## src/rtl/div_seq.sv

```systemverilog
// Sequential 32-bit restoring divider: LO = RA / RB, HI = RA % RB, one quotient bit per clock.
// Define DIV_SIGNED_EN for two's-complement operands (adds the FIX sign-correction state).
module div_seq (
  input  logic        clk,
  input  logic        rst,
  input  logic        start,
  input  logic [31:0] RA,
  input  logic [31:0] RB,
  output logic [31:0] LO,
  output logic [31:0] HI,
  output logic        busy,
  output logic        done,
  output logic        div_by_zero
);

  typedef enum logic [1:0] {IDLE, RUN, FIX, DONE} state_t;

  state_t      state, state_nxt;
  logic [31:0] rem;
  logic [31:0] quo;
  logic [31:0] dvsr;
  logic [5:0]  cnt;
  logic        accept;
  logic        last_step;
  logic [32:0] rem_sh;
  logic [32:0] trial;
  logic [31:0] rem_nxt;
  logic [31:0] quo_nxt;
  logic [31:0] a_mag;
  logic [31:0] b_mag;

`ifdef DIV_SIGNED_EN
  logic neg_q;
  logic neg_r;

  function automatic logic [31:0] negate(input logic [31:0] x);
    return ~x + 32'd1;
  endfunction

  // Magnitude of the most negative value wraps to itself, which is still correct as unsigned.
  assign a_mag = RA[31] ? negate(RA) : RA;
  assign b_mag = RB[31] ? negate(RB) : RB;
`else
  assign a_mag = RA;
  assign b_mag = RB;
`endif

  assign accept    = ((state == IDLE) || (state == DONE)) && start;
  assign last_step = (cnt == 6'd31);

  // The dividend lives in the quotient register and shifts into the remainder as quotient bits shift in.
  always_comb begin
    rem_sh  = {rem, quo[31]};
    trial   = rem_sh - {1'b0, dvsr};
    rem_nxt = trial[32] ? rem_sh[31:0] : trial[31:0];
    quo_nxt = {quo[30:0], ~trial[32]};
  end

  always_ff @(posedge clk) begin
    if (rst) state <= IDLE;
    else     state <= state_nxt;
  end

  always_comb begin
    state_nxt = state;
    case (state)
      IDLE, DONE: begin
        if (start)              state_nxt = (RB == 32'd0) ? DONE : RUN;
        else if (state == DONE) state_nxt = IDLE;
      end
      RUN: begin
`ifdef DIV_SIGNED_EN
        if (last_step) state_nxt = FIX;
`else
        if (last_step) state_nxt = DONE;
`endif
      end
      FIX:     state_nxt = DONE;
      default: state_nxt = IDLE;
    endcase
  end

  always_comb begin
    busy = (state == RUN) || (state == FIX);
    done = (state == DONE);
  end

  always_ff @(posedge clk) begin
    if (rst) begin
      LO          <= 32'd0;
      HI          <= 32'd0;
      rem         <= 32'd0;
      quo         <= 32'd0;
      dvsr        <= 32'd0;
      cnt         <= 6'd0;
      div_by_zero <= 1'b0;
`ifdef DIV_SIGNED_EN
      neg_q       <= 1'b0;
      neg_r       <= 1'b0;
`endif
    end else if (accept) begin
      rem         <= 32'd0;
      quo         <= a_mag;
      dvsr        <= b_mag;
      cnt         <= 6'd0;
      div_by_zero <= (RB == 32'd0);
`ifdef DIV_SIGNED_EN
      neg_q       <= RA[31] ^ RB[31];
      neg_r       <= RA[31];
`endif
      // Divide-by-zero bypasses RUN; the raw dividend is reported as the remainder.
      if (RB == 32'd0) begin
        LO <= 32'hFFFF_FFFF;
        HI <= RA;
      end
    end else if (state == RUN) begin
      rem <= rem_nxt;
      quo <= quo_nxt;
      cnt <= cnt + 6'd1;
`ifndef DIV_SIGNED_EN
      if (last_step) begin
        LO <= quo_nxt;
        HI <= rem_nxt;
      end
`endif
    end
`ifdef DIV_SIGNED_EN
    else if (state == FIX) begin
      LO <= neg_q ? negate(quo) : quo;
      HI <= neg_r ? negate(rem) : rem;
    end
`endif
  end

endmodule

```

## config.mk

```make
export PLATFORM = sky130hd
export DESIGN_NAME = div_seq
export DESIGN_NICKNAME = d
export VERILOG_FILES = /design/src/rtl/div_seq.sv
export SDC_FILE = /design/constraint.sdc
export NUM_CORES = 1
export LEC_CHECK = 0
export ABC_AREA = 1
export ABC_CLOCK_PERIOD_IN_PS = 2700
export BUFFER_PORTS_ARGS = -buffer_cell sky130_fd_sc_hd__buf_2
export CAP_MARGIN = 20
export CORE_MARGIN = 2
export CORE_UTILIZATION = 32
export CTS_CLUSTER_DIAMETER = 40
export DETAILED_ROUTE_END_ITERATION = 12
export PLACE_DENSITY = 0.57
export SLEW_MARGIN = 20
export SYNTH_ARGS = -nofsm -noshare
export SYNTH_HDL_FRONTEND = slang
export SYNTH_SLANG_ARGS = --single-unit
```

## constraint.sdc

```tcl
create_clock -name clk -period 2.7 [get_ports clk]
set_input_delay 0.405 -clock clk [delete_from_list [all_inputs] [get_ports clk]]
set_output_delay 0.405 -clock clk [all_outputs]
set_load 0.05 [all_outputs]
```

==> results of run 1 <==
## placed cells by master (no fill, tap or decap), types with 4 or more instances in the layout
cell type and count:
ha_1 34, buf_12 5, a221oi_1 13, nand2_2 14
clkinv_4 5, nor2_1 132, clkbuf_16 19, nor3_1 12
buf_4 24, xnor2_1 12, buf_2 133, inv_1 257
nand3_1 60, dfxtp_1 169, nand2_1 467, a31oi_1 7
inv_2 7, o21ai_0 104, nand4_1 7, nor2_2 4
a21oi_1 156, nand2_4 5, o21ai_1 5, nor4_1 6
and2_1 9, nor2_4 4
## kinds of logic after synthesis
logic type               after synthesis  synth area share [%]
buffers and inverters                328                  13.4
AO/OA/AOI/OAI                        293                  15.8
adder cells (fa/ha/maj)               36                  4.68
flip-flops                           169                  34.6
XOR/XNOR                              14                  1.25
AND/OR/NAND/NOR                      724                  30.3
## power groups by stage
stage	registers, mW	clock network, mW	logic [mW]
after floorplan	3.17	0	7.79
after global placement	3.29	0	9.89
after detailed placement	3.29	0	9.96
after CTS	3.24	2.46	10.0
after global routing	3.29	2.59	12.3
final	3.24	2.42	10.8
## cell type report
class                      count  area (sq um)
fill                        3345         18700
multi-input combinational   1070          5170
sequential                   169          3380
timing repair buffer         165          1010
inverter                     266          1000
tap                          396           495
clock buffer                  20           457
clock inverter                12           116
antenna                        1          2.50
## flip-flops by register name, summed over array words and instances, names as in the netlist
register and flops:
HI 32, rem 32, quo 32, state 2, div_by_zero 1, cnt 6
dvsr 32, LO 32
## path summary, 6_finish.rpt
check	depth (start not counted)	slack [ps]	to
worst max register to register	20	240	rem[16]$_SDFFE_PP0P_
worst min-delay path	3	240	quo[6]$_SDFFE_PP0P_
worst min register to register	2	460	dvsr[14]$_SDFFE_PP0P_
worst max-delay path	20	240	rem[16]$_SDFFE_PP0P_
## critical path, stage by stage (launching register included)
cell and delay (ps):
dfxtp_1 310, inv_1 50, ha_2 200, fa_2 360, inv_2 80, nand2_1 70
nand2_2 90, nand3_1 80, nand2_2 90, nand2_1 60, nand2_2 80, nand2_2 90
nand2_2 100, nand2_1 90, nand2_4 160, clkbuf_16 180, nand2_1 70, nand2_1 60
nand2_1 40, nand2_1 70, inv_1 40
## timing repair
item	4_1_cts	5_1_grt
endpoints found under the hold margin	0	0
setup endpoints to repair	0	65
setup buffers	0	3
resized for setup	0	15
## stage by stage
stage	area [sq um]	setup TNS [ps]	hold slack, ps	worst slack [ps]
CTS	11500	0	230	45.7
finish	11600	0	244	237
global route	11600	-251	245	-26.6
detailed placement	10900	0	456	58.7
global placement	10900	0	451	160
floorplan	9780	0	433	474
## per-layer routing
| metal | vias to the layer above | routed length (um) |
|---|---|---|
| met4 | 0 | 389 |
| li1 | 5145 | - |
| met5 | - | 0 |
| met1 | 4488 | 14400 |
| met2 | 210 | 14600 |
| met3 | 26 | 1480 |
==> results_dict.tcl, run 1 <==
set metrics [dict create \
    critPathMaxFanout 9 \
    r2r_start "quo[31]$_SDFFE_PP0P_" \
    dp.cells 2058 \
    synth_ff_type "dfxtp_1" \
    ant_nets 0 \
    clkPwrFrac_pct 14.7 \
    slew_headroom_pct 44.5 \
    rows 64 \
    cp.arrival_ps 2800 \
    seq_area_frac_synth_pct 34.6 \
    grt_pass1_wl_mm 47.5 \
    met2_usage_pct 32.5 \
    areaGrowthSynthToFinish_pct 19.0 \
    fmax_mhz 406 \
    power.density_nw_per_um2 1420 \
    grt_pass1_vias 9139 \
    slew_viol_final 0 \
    timing.final.crit_share_pct 91.2 \
    place_hpwl_mm 23.3 \
    cts_sinks 169 \
    tightest_slew_ps 833 \
    initial_utilization_pct 32.2 \
    antenna_found_initial 1 \
    yosysWarnings 0 \
    fin_nets 1792 \
    io_buffers 133 \
    grt_use_met1_pct 25.4 \
    swShare_pct 52.0 \
    ir_drop_mv 0.633 \
    wl_per_cell_um 14.7 \
    cts_tree "built" \
    ys_types 39 \
    drcViolationCount 0 \
    p_leak_nw 6.10 \
    p_total_mw 16.5 \
    synthArstFlopShare_pct 0 \
    top_usage_layer "met2" \
    cts_buffers 17 \
    place_congestion 0.919 \
    period_minus_slack_ps 2460 \
    grt_max_degree 87 \
    timing_worst_setup_path_type "reg -> reg" \
    drt_iter0_drc 690 \
    synth_edf_count 0 \
    synth_area_leader_cell "dfxtp_1" \
    synthTopCellsByArea "dfxtp_1 (35%), nand2_1 (18%), inv_1 (9.9%)" \
    required_ps 3040 \
    hold_start "RA[6]" \
    drtPass1Iterations 5 \
    setup_violations 0 \
    grt_overflow 0 \
    clk_pin_slew_worst_paths_ps 70 \
    synth_common_cells "nand2_1 (470), inv_1 (259), dfxtp_1 (169)" \
    htreeDepth 4 \
    synthDominantCellAreaShare_pct 34.6 \
    grt_usage_pct 19.1 \
    p_seq_share_pct 19.6 \
    die_w_um 179 \
    met3_usage_pct 3.10 \
    cp-start-kind "register" \
    routed_wirelength_mm 31.0 \
    synth_seq_cells 169 \
    finalHoldViolations 0 \
    viasPerCell 4.70 \
    fin_skew_ps 8.30 \
    final_cells 2099 \
    clk_path_buf_depth 2 \
    synth_cells 1564 \
    die_h_um 179 \
    dieArea_sq_um 32000 \
    final_core_util_pct 38.3 \
    status "finished, final reports clean" \
    min_path_type "in -> reg" \
    avgSynthCellArea_sq_um 6.25 \
    syn-num-nets 1667 \
    io_pins 134 \
    startpoint "quo[31]$_SDFFE_PP0P_" \
    combPwrFrac_pct 65.7 \
    internal_power_mw 7.92 \
    insertion_delay_ps 440 \
    netlist_area_sq_um 9780 \
    vias 9869 \
    yosysMostFrequentCell "nand2_1" \
    cts_root_buf "clkbuf_16" \
    cts_hold_buf 0 \
    end_kind "register" \
    drv_cap 0 \
    core_area_sq_um 30300 \
    p_sw_mw 8.59 \
    drive_gt1_share_pct 14.0 \
]
Note: power is estimated with default switching activity, not from simulation.
==> inputs of run 2 (changes only) <==
- ABC_CLOCK_PERIOD_IN_PS: 2700 -> 2100
- PLACE_DENSITY: 0.57 -> 0.59
- clock period: 2.7 -> 2.1 ns (I/O delays scaled with it)
==> run 2 against run 1 <==
Against the previous run:
- the flow now finishes with violations (setup timing)
- setup slack got worse by 460 ps
- clock power increased by 33%
- cell count increased by 6.7%
- flip-flop and latch count unchanged
- die area unchanged
- clock skew increased by 9.2 ps
- non-clock buffer count increased by 143
- sequential power increased by 30%
- critical path type unchanged
- highest routed layer unchanged
==> results_dict.tcl, run 2 (synthesized netlist as in run 1, its figures left out) <==
set metrics [dict create \
    grt_pass1_vias 10000 \
    status "finished, violations left" \
    p_seq_share_pct 15.8 \
    hold_depth 2 \
    drive_gt1_share_pct 28.1 \
    worstRegToRegCells 20 \
    ir_drop_mv 1.26 \
    rrSetupSlack_ps -220 \
    r2r_start "quo[31]$_SDFFE_PP0P_" \
    slew_viol_final 0 \
    r2r_end "rem[0]$_SDFFE_PP0P_" \
    min_path_type "in -> reg" \
    violations "setup timing" \
    power.density_nw_per_um2 1980 \
    routed_wirelength_mm 33.4 \
    clkPwrFrac_pct 12.1 \
    p_leak_nw 6.93 \
    p_sw_mw 13.1 \
    finalHoldViolations 0 \
    drt_iter0_drc 748 \
    fin_skew_ps 17.5 \
    drtPass1Iterations 5 \
    final_cell_mix "nand2_1 (391), inv_1 (256), dfxtp_1 (165)" \
    grt_overflow 0 \
    io_pins 134 \
    dieArea_sq_um 32000 \
    cp-start-kind "register" \
    antenna_found_initial 1 \
    period_minus_slack_ps 2320 \
    io_buffers 133 \
    rows 64 \
    die_h_um 179 \
    pre_cts_ws_ps -372 \
    initial_utilization_pct 32.2 \
    clk_path_buf_depth 2 \
    clk_pin_slew_worst_paths_ps 70 \
    combPwrFrac_pct 72.2 \
    wl_per_cell_um 14.9 \
    cts_hold_buf 0 \
    setup_violations 66 \
    drcViolationCount 0 \
    cts_tree "built" \
    cts_sinks 169 \
    hold_start "rst" \
    insertion_delay_ps 440 \
    fin_nets 1932 \
    timing_worst_setup_path_type "reg -> reg" \
    fmax_mhz 431 \
    htreeDepth 4 \
    rsz0062_at_grt "yes" \
    end_kind "register" \
    viasPerCell 4.79 \
    place_hpwl_mm 24.4 \
    layout_commonest_cell "nand2_1" \
    core_area_sq_um 30300 \
    place_congestion 0.911 \
    cts_buffers 17 \
    ant_nets 0 \
    grt_usage_pct 20.1 \
    drv_cap 0 \
    fillCellCount 3154 \
    critPathMaxFanout 9 \
    grt_max_degree 89 \
    fin_ws_ps -219 \
    die_w_um 179 \
    required_ps 2430 \
    swShare_pct 49.3 \
    hold_slack_ps 145 \
    areaGrowthSynthToFinish_pct 37.2 \
    tightest_slew_ps 459 \
    slew_headroom_pct 69.4 \
    internal_power_mw 13.5 \
    timing.final.crit_share_pct 110 \
    vias 10700 \
    holdPathEnd "state[0]$_SDFFE_PP0P_" \
    cp.arrival_ps 2650 \
    cts_root_buf "clkbuf_16" \
    grt_pass1_wl_mm 50.5 \
]
==> run 2: cell count changes in the layout (fill, tap and decap cells not counted), sizes merged <==
cell,before,now
diode,1,2
clkbuf,22,24
buf,163,302
clkinvlp,2,1
inv,267,271
nand2,487,484
bufinv,1,0
==> run 2: final cells by class <==
type / instances / area, sq um / area share [%]
inverters: 266 / 1000 / 7.46
multi-input cells: 1067 / 5730 / 42.7
clock inverters: 14 / 156 / 1.17
diodes: 2 / 5.00 / 0.0373
clock buffers: 18 / 439 / 3.27
repair buffers: 308 / 2210 / 16.5
flip-flops and latches: 169 / 3390 / 25.2
well taps: 396 / 495 / 3.69
==> run 2: what timing repair did <==
item                                    in CTS  in global routing
cloned                                       0                  6
endpoints found under the setup margin      66                 89
gates resized for setup                     14                128
hold endpoints to repair                     0                  0
pin swaps                                    0                 28
setup buffers                                0                  3
==> run 2: metrics by stage <==
| stage | power (mW) | TNS [ps] | instance area [sq um] | util, % | instances |
|---|---|---|---|---|---|
| 5_1_grt | 28.9 | -18640 | 13400 | 44.2 | 2239 |
| 3_5_place_dp | 20.3 | -17220 | 12100 | 39.8 | 2197 |
| 6_report | 26.6 | -10290 | 13400 | 44.2 | 2240 |
| 4_1_cts | 23.8 | -9380 | 12700 | 41.9 | 2229 |
| 2_1_floorplan | 14.5 | -379 | 9890 | - | 1564 |
| 3_3_place_gp | 20.1 | -15040 | 12100 | 39.8 | 2197 |
==> run 2: worst max path at each step <==
stage                               startpoint              endpoint
after floorplan           quo[31]$_SDFFE_PP0P_  rem[10]$_SDFFE_PP0P_
after global placement                  RB[11]   HI[11]$_SDFFE_PP0P_
after detailed placement                 RB[7]   HI[11]$_SDFFE_PP0P_
after CTS                 quo[31]$_SDFFE_PP0P_   rem[8]$_SDFFE_PP0P_
after global routing      quo[31]$_SDFFE_PP0P_  rem[12]$_SDFFE_PP0P_
final                     quo[31]$_SDFFE_PP0P_   rem[0]$_SDFFE_PP0P_
==> run 2: power by group through the flow <==
stage / clock network [mW] / registers, mW / logic (mW)
floorplan: 0 / 4.08 / 10.4
global placement: 0 / 4.22 / 15.9
detailed placement: 0 / 4.23 / 16.1
CTS: 3.25 / 4.16 / 16.4
global route: 3.38 / 4.25 / 21.2
finish: 3.21 / 4.20 / 19.2
==> run 2: metal layers <==
layer  track usage, %  wire length, um  vias up
met5                0                0        -
met4             6.91              872        0
met3             3.29             1740       55
met2             33.9            15900      293
met1             26.0            14900     4956
li1                 -                -     5432
==> run 2: worst max-delay path, cell delays in order, from the launching register on <==
cell,delay [ps]
dfxtp_2,330
inv_2,50
ha_4,160
fa_2,340
inv_2,70
nand2_2,60
nand2_2,80
nand3_2,60
nand2_2,90
nand2_2,50
nand2_2,90
nand2_4,80
nand2_4,100
nand2_4,70
nand2_8,130
clkbuf_16,180
nand2_2,60
nand2_1,70
nand2_1,50
nand2_1,50
inv_1,40
==> inputs of run 3 (changes only) <==
- CORE_UTILIZATION: 32 -> 44
- CTS_CLUSTER_DIAMETER: 40 -> 150
- PLACE_DENSITY: 0.59 -> 0.74
==> run 3 against run 2 <==
Against the previous run:
- the flow still finishes with violations (setup timing)
- worst hold slack got worse by 5.5 ps
- setup slack worse by 120 ps
- non-clock buffer count down 3
- cell area down 1.6%
- die area decreased by 27%
- register-to-register slack got worse by 120 ps
- critical path depth rose by 1
- largest cell class unchanged
- highest routed layer unchanged
==> results_dict.tcl, run 3 (synthesized netlist as in run 1, its figures left out) <==
set metrics [dict create \
    clk_pin_slew_worst_paths_ps 80 \
    register_area_sq_um 3390 \
    htreeDepth 4 \
    clk_path_buf_depth 2 \
    startpoint "quo[31]$_SDFFE_PP0P_" \
    cts_tree "built" \
    design_area_sq_um 13200 \
    die_h_um 153 \
    fillCellCount 1988 \
    r2r_start "quo[31]$_SDFFE_PP0P_" \
    critPathBufInv 5 \
    setup_violations 66 \
    final_cell_mix "nand2_1 (397), inv_1 (256), dfxtp_1 (164)" \
    place_hpwl_mm 23.1 \
    grt_usage_pct 26.4 \
    cts_sinks 169 \
    fin_skew_ps 12.2 \
    setup-tns-final_ps -15390 \
    status "finished, violations left" \
    dp.cells 2071 \
    finalHoldViolations 0 \
    dieArea_sq_um 23400 \
    io_pins 134 \
    multiInputGateArea_sq_um 5700 \
    p_total_mw 26.8 \
    period_minus_slack_ps 2430 \
    tightest_slew_ps 667 \
    vias 10800 \
    rows 54 \
    viasPerCell 5.09 \
    routed_wirelength_mm 31.8 \
    die_w_um 153 \
    fin_ws_ps -334 \
    grt_pass1_vias 10300 \
    io_buffers 133 \
    hold_start "rst" \
    end_kind "register" \
    ir_drop_mv 1.38 \
    drive_gt1_share_pct 27.5 \
    cts_buffers 17 \
    ant_nets 0 \
    violations "setup timing" \
    layout_commonest_cell "nand2_1" \
    p_leak_nw 6.94 \
    cp.arrival_ps 2770 \
    core_area_sq_um 21800 \
    path_delay_family "simple AND/OR/NAND/NOR gates" \
    drcViolationCount 0 \
    cts_hold_buf 0 \
    fmax_mhz 411 \
    grt_overflow 0 \
    min_path_type "in -> reg" \
    cts_root_buf "clkbuf_16" \
    final_cells 2119 \
    rsz0062_at_grt "yes" \
    wl_per_cell_um 15.0 \
    slew_headroom_pct 55.5 \
    insertion_delay_ps 440 \
    power.density_nw_per_um2 2030 \
    final_core_util_pct 60.5 \
    place_area_sq_um 11900 \
    initial_utilization_pct 44.8 \
    slew_viol_final 0 \
    hold_slack_ps 140 \
    place_congestion 0.912 \
    drt_iter0_drc 844 \
    crit_slowest_cell "fa_2" \
    grt_pass1_wl_mm 50.5 \
    grt_max_degree 87 \
    critPathMaxFanout 6 \
    antenna_found_initial 0 \
    areaGrowthSynthToFinish_pct 35.1 \
    n_antenna_cell 0 \
    cp-start-kind "register" \
    required_ps 2440 \
    timing_worst_setup_path_type "reg -> reg" \
    crit_path_cell_trace "inv_2 -> ha_4 -> fa_2 -> inv_2 -> nand2_2 -> nand2_2 -> nand3_2 -> nand2_2 -> nand2_2 -> nand2_4 -> nand2_4 -> nand2_4 -> nand2_4 -> nand2_4 -> buf_12 -> buf_12 -> nand2_4 -> nand2_2 -> nand2_2 -> nand2_1 -> inv_1" \
    fin_nets 1929 \
    timing.final.crit_share_pct 116 \
    drv_cap 0 \
    drtPass1Iterations 7 \
    slowest_delay_ps 370 \
    pre_cts_ws_ps -284 \
]
==> run 3: layout make-up <==
| cell class | instances | share of cell area, % |
|---|---|---|
| Clock buffer | 18 | 3.32 |
| Sequential cell | 169 | 25.7 |
| Tap cell | 280 | 2.65 |
| Multi-Input combinational cell | 1067 | 43.2 |
| Clock inverter | 14 | 1.17 |
| Timing Repair Buffer | 305 | 16.4 |
| Inverter | 266 | 7.58 |
==> run 3: final timing paths <==
kind	endpoint	slack, ps	cells past startpoint
worst max-delay path	rem[7]$_SDFFE_PP0P_	-330	21
worst min-delay path	div_by_zero$_SDFFE_PP0P_	140	2
worst max register to register	rem[7]$_SDFFE_PP0P_	-330	21
worst min register to register	dvsr[6]$_SDFFE_PP0P_	460	2
==> run 3: what timing repair did <==
action,in CTS,in global routing
setup buffers,10,3
pin swaps,17,33
setup endpoints to repair,66,68
resized for setup,81,70
cloned,3,2
==> run 3: report_power, final <==
part	switching, mW	internal [mW]
Clock	1.54	1.63
Combinational	11.4	8.01
Sequential	0.419	3.80
==> run 3: per-layer routing <==
metal  routed length (um)  up-vias  global-route usage, %  share of wire (%)
met5                    0        -                      0                  0
met4                 1120        0                   10.5                3.5
met3                 1970       78                   3.97                6.2
met2                15400      391                   45.8                 48
met1                13300     4903                   32.8                 42
li1                     -     5417                      -                  -
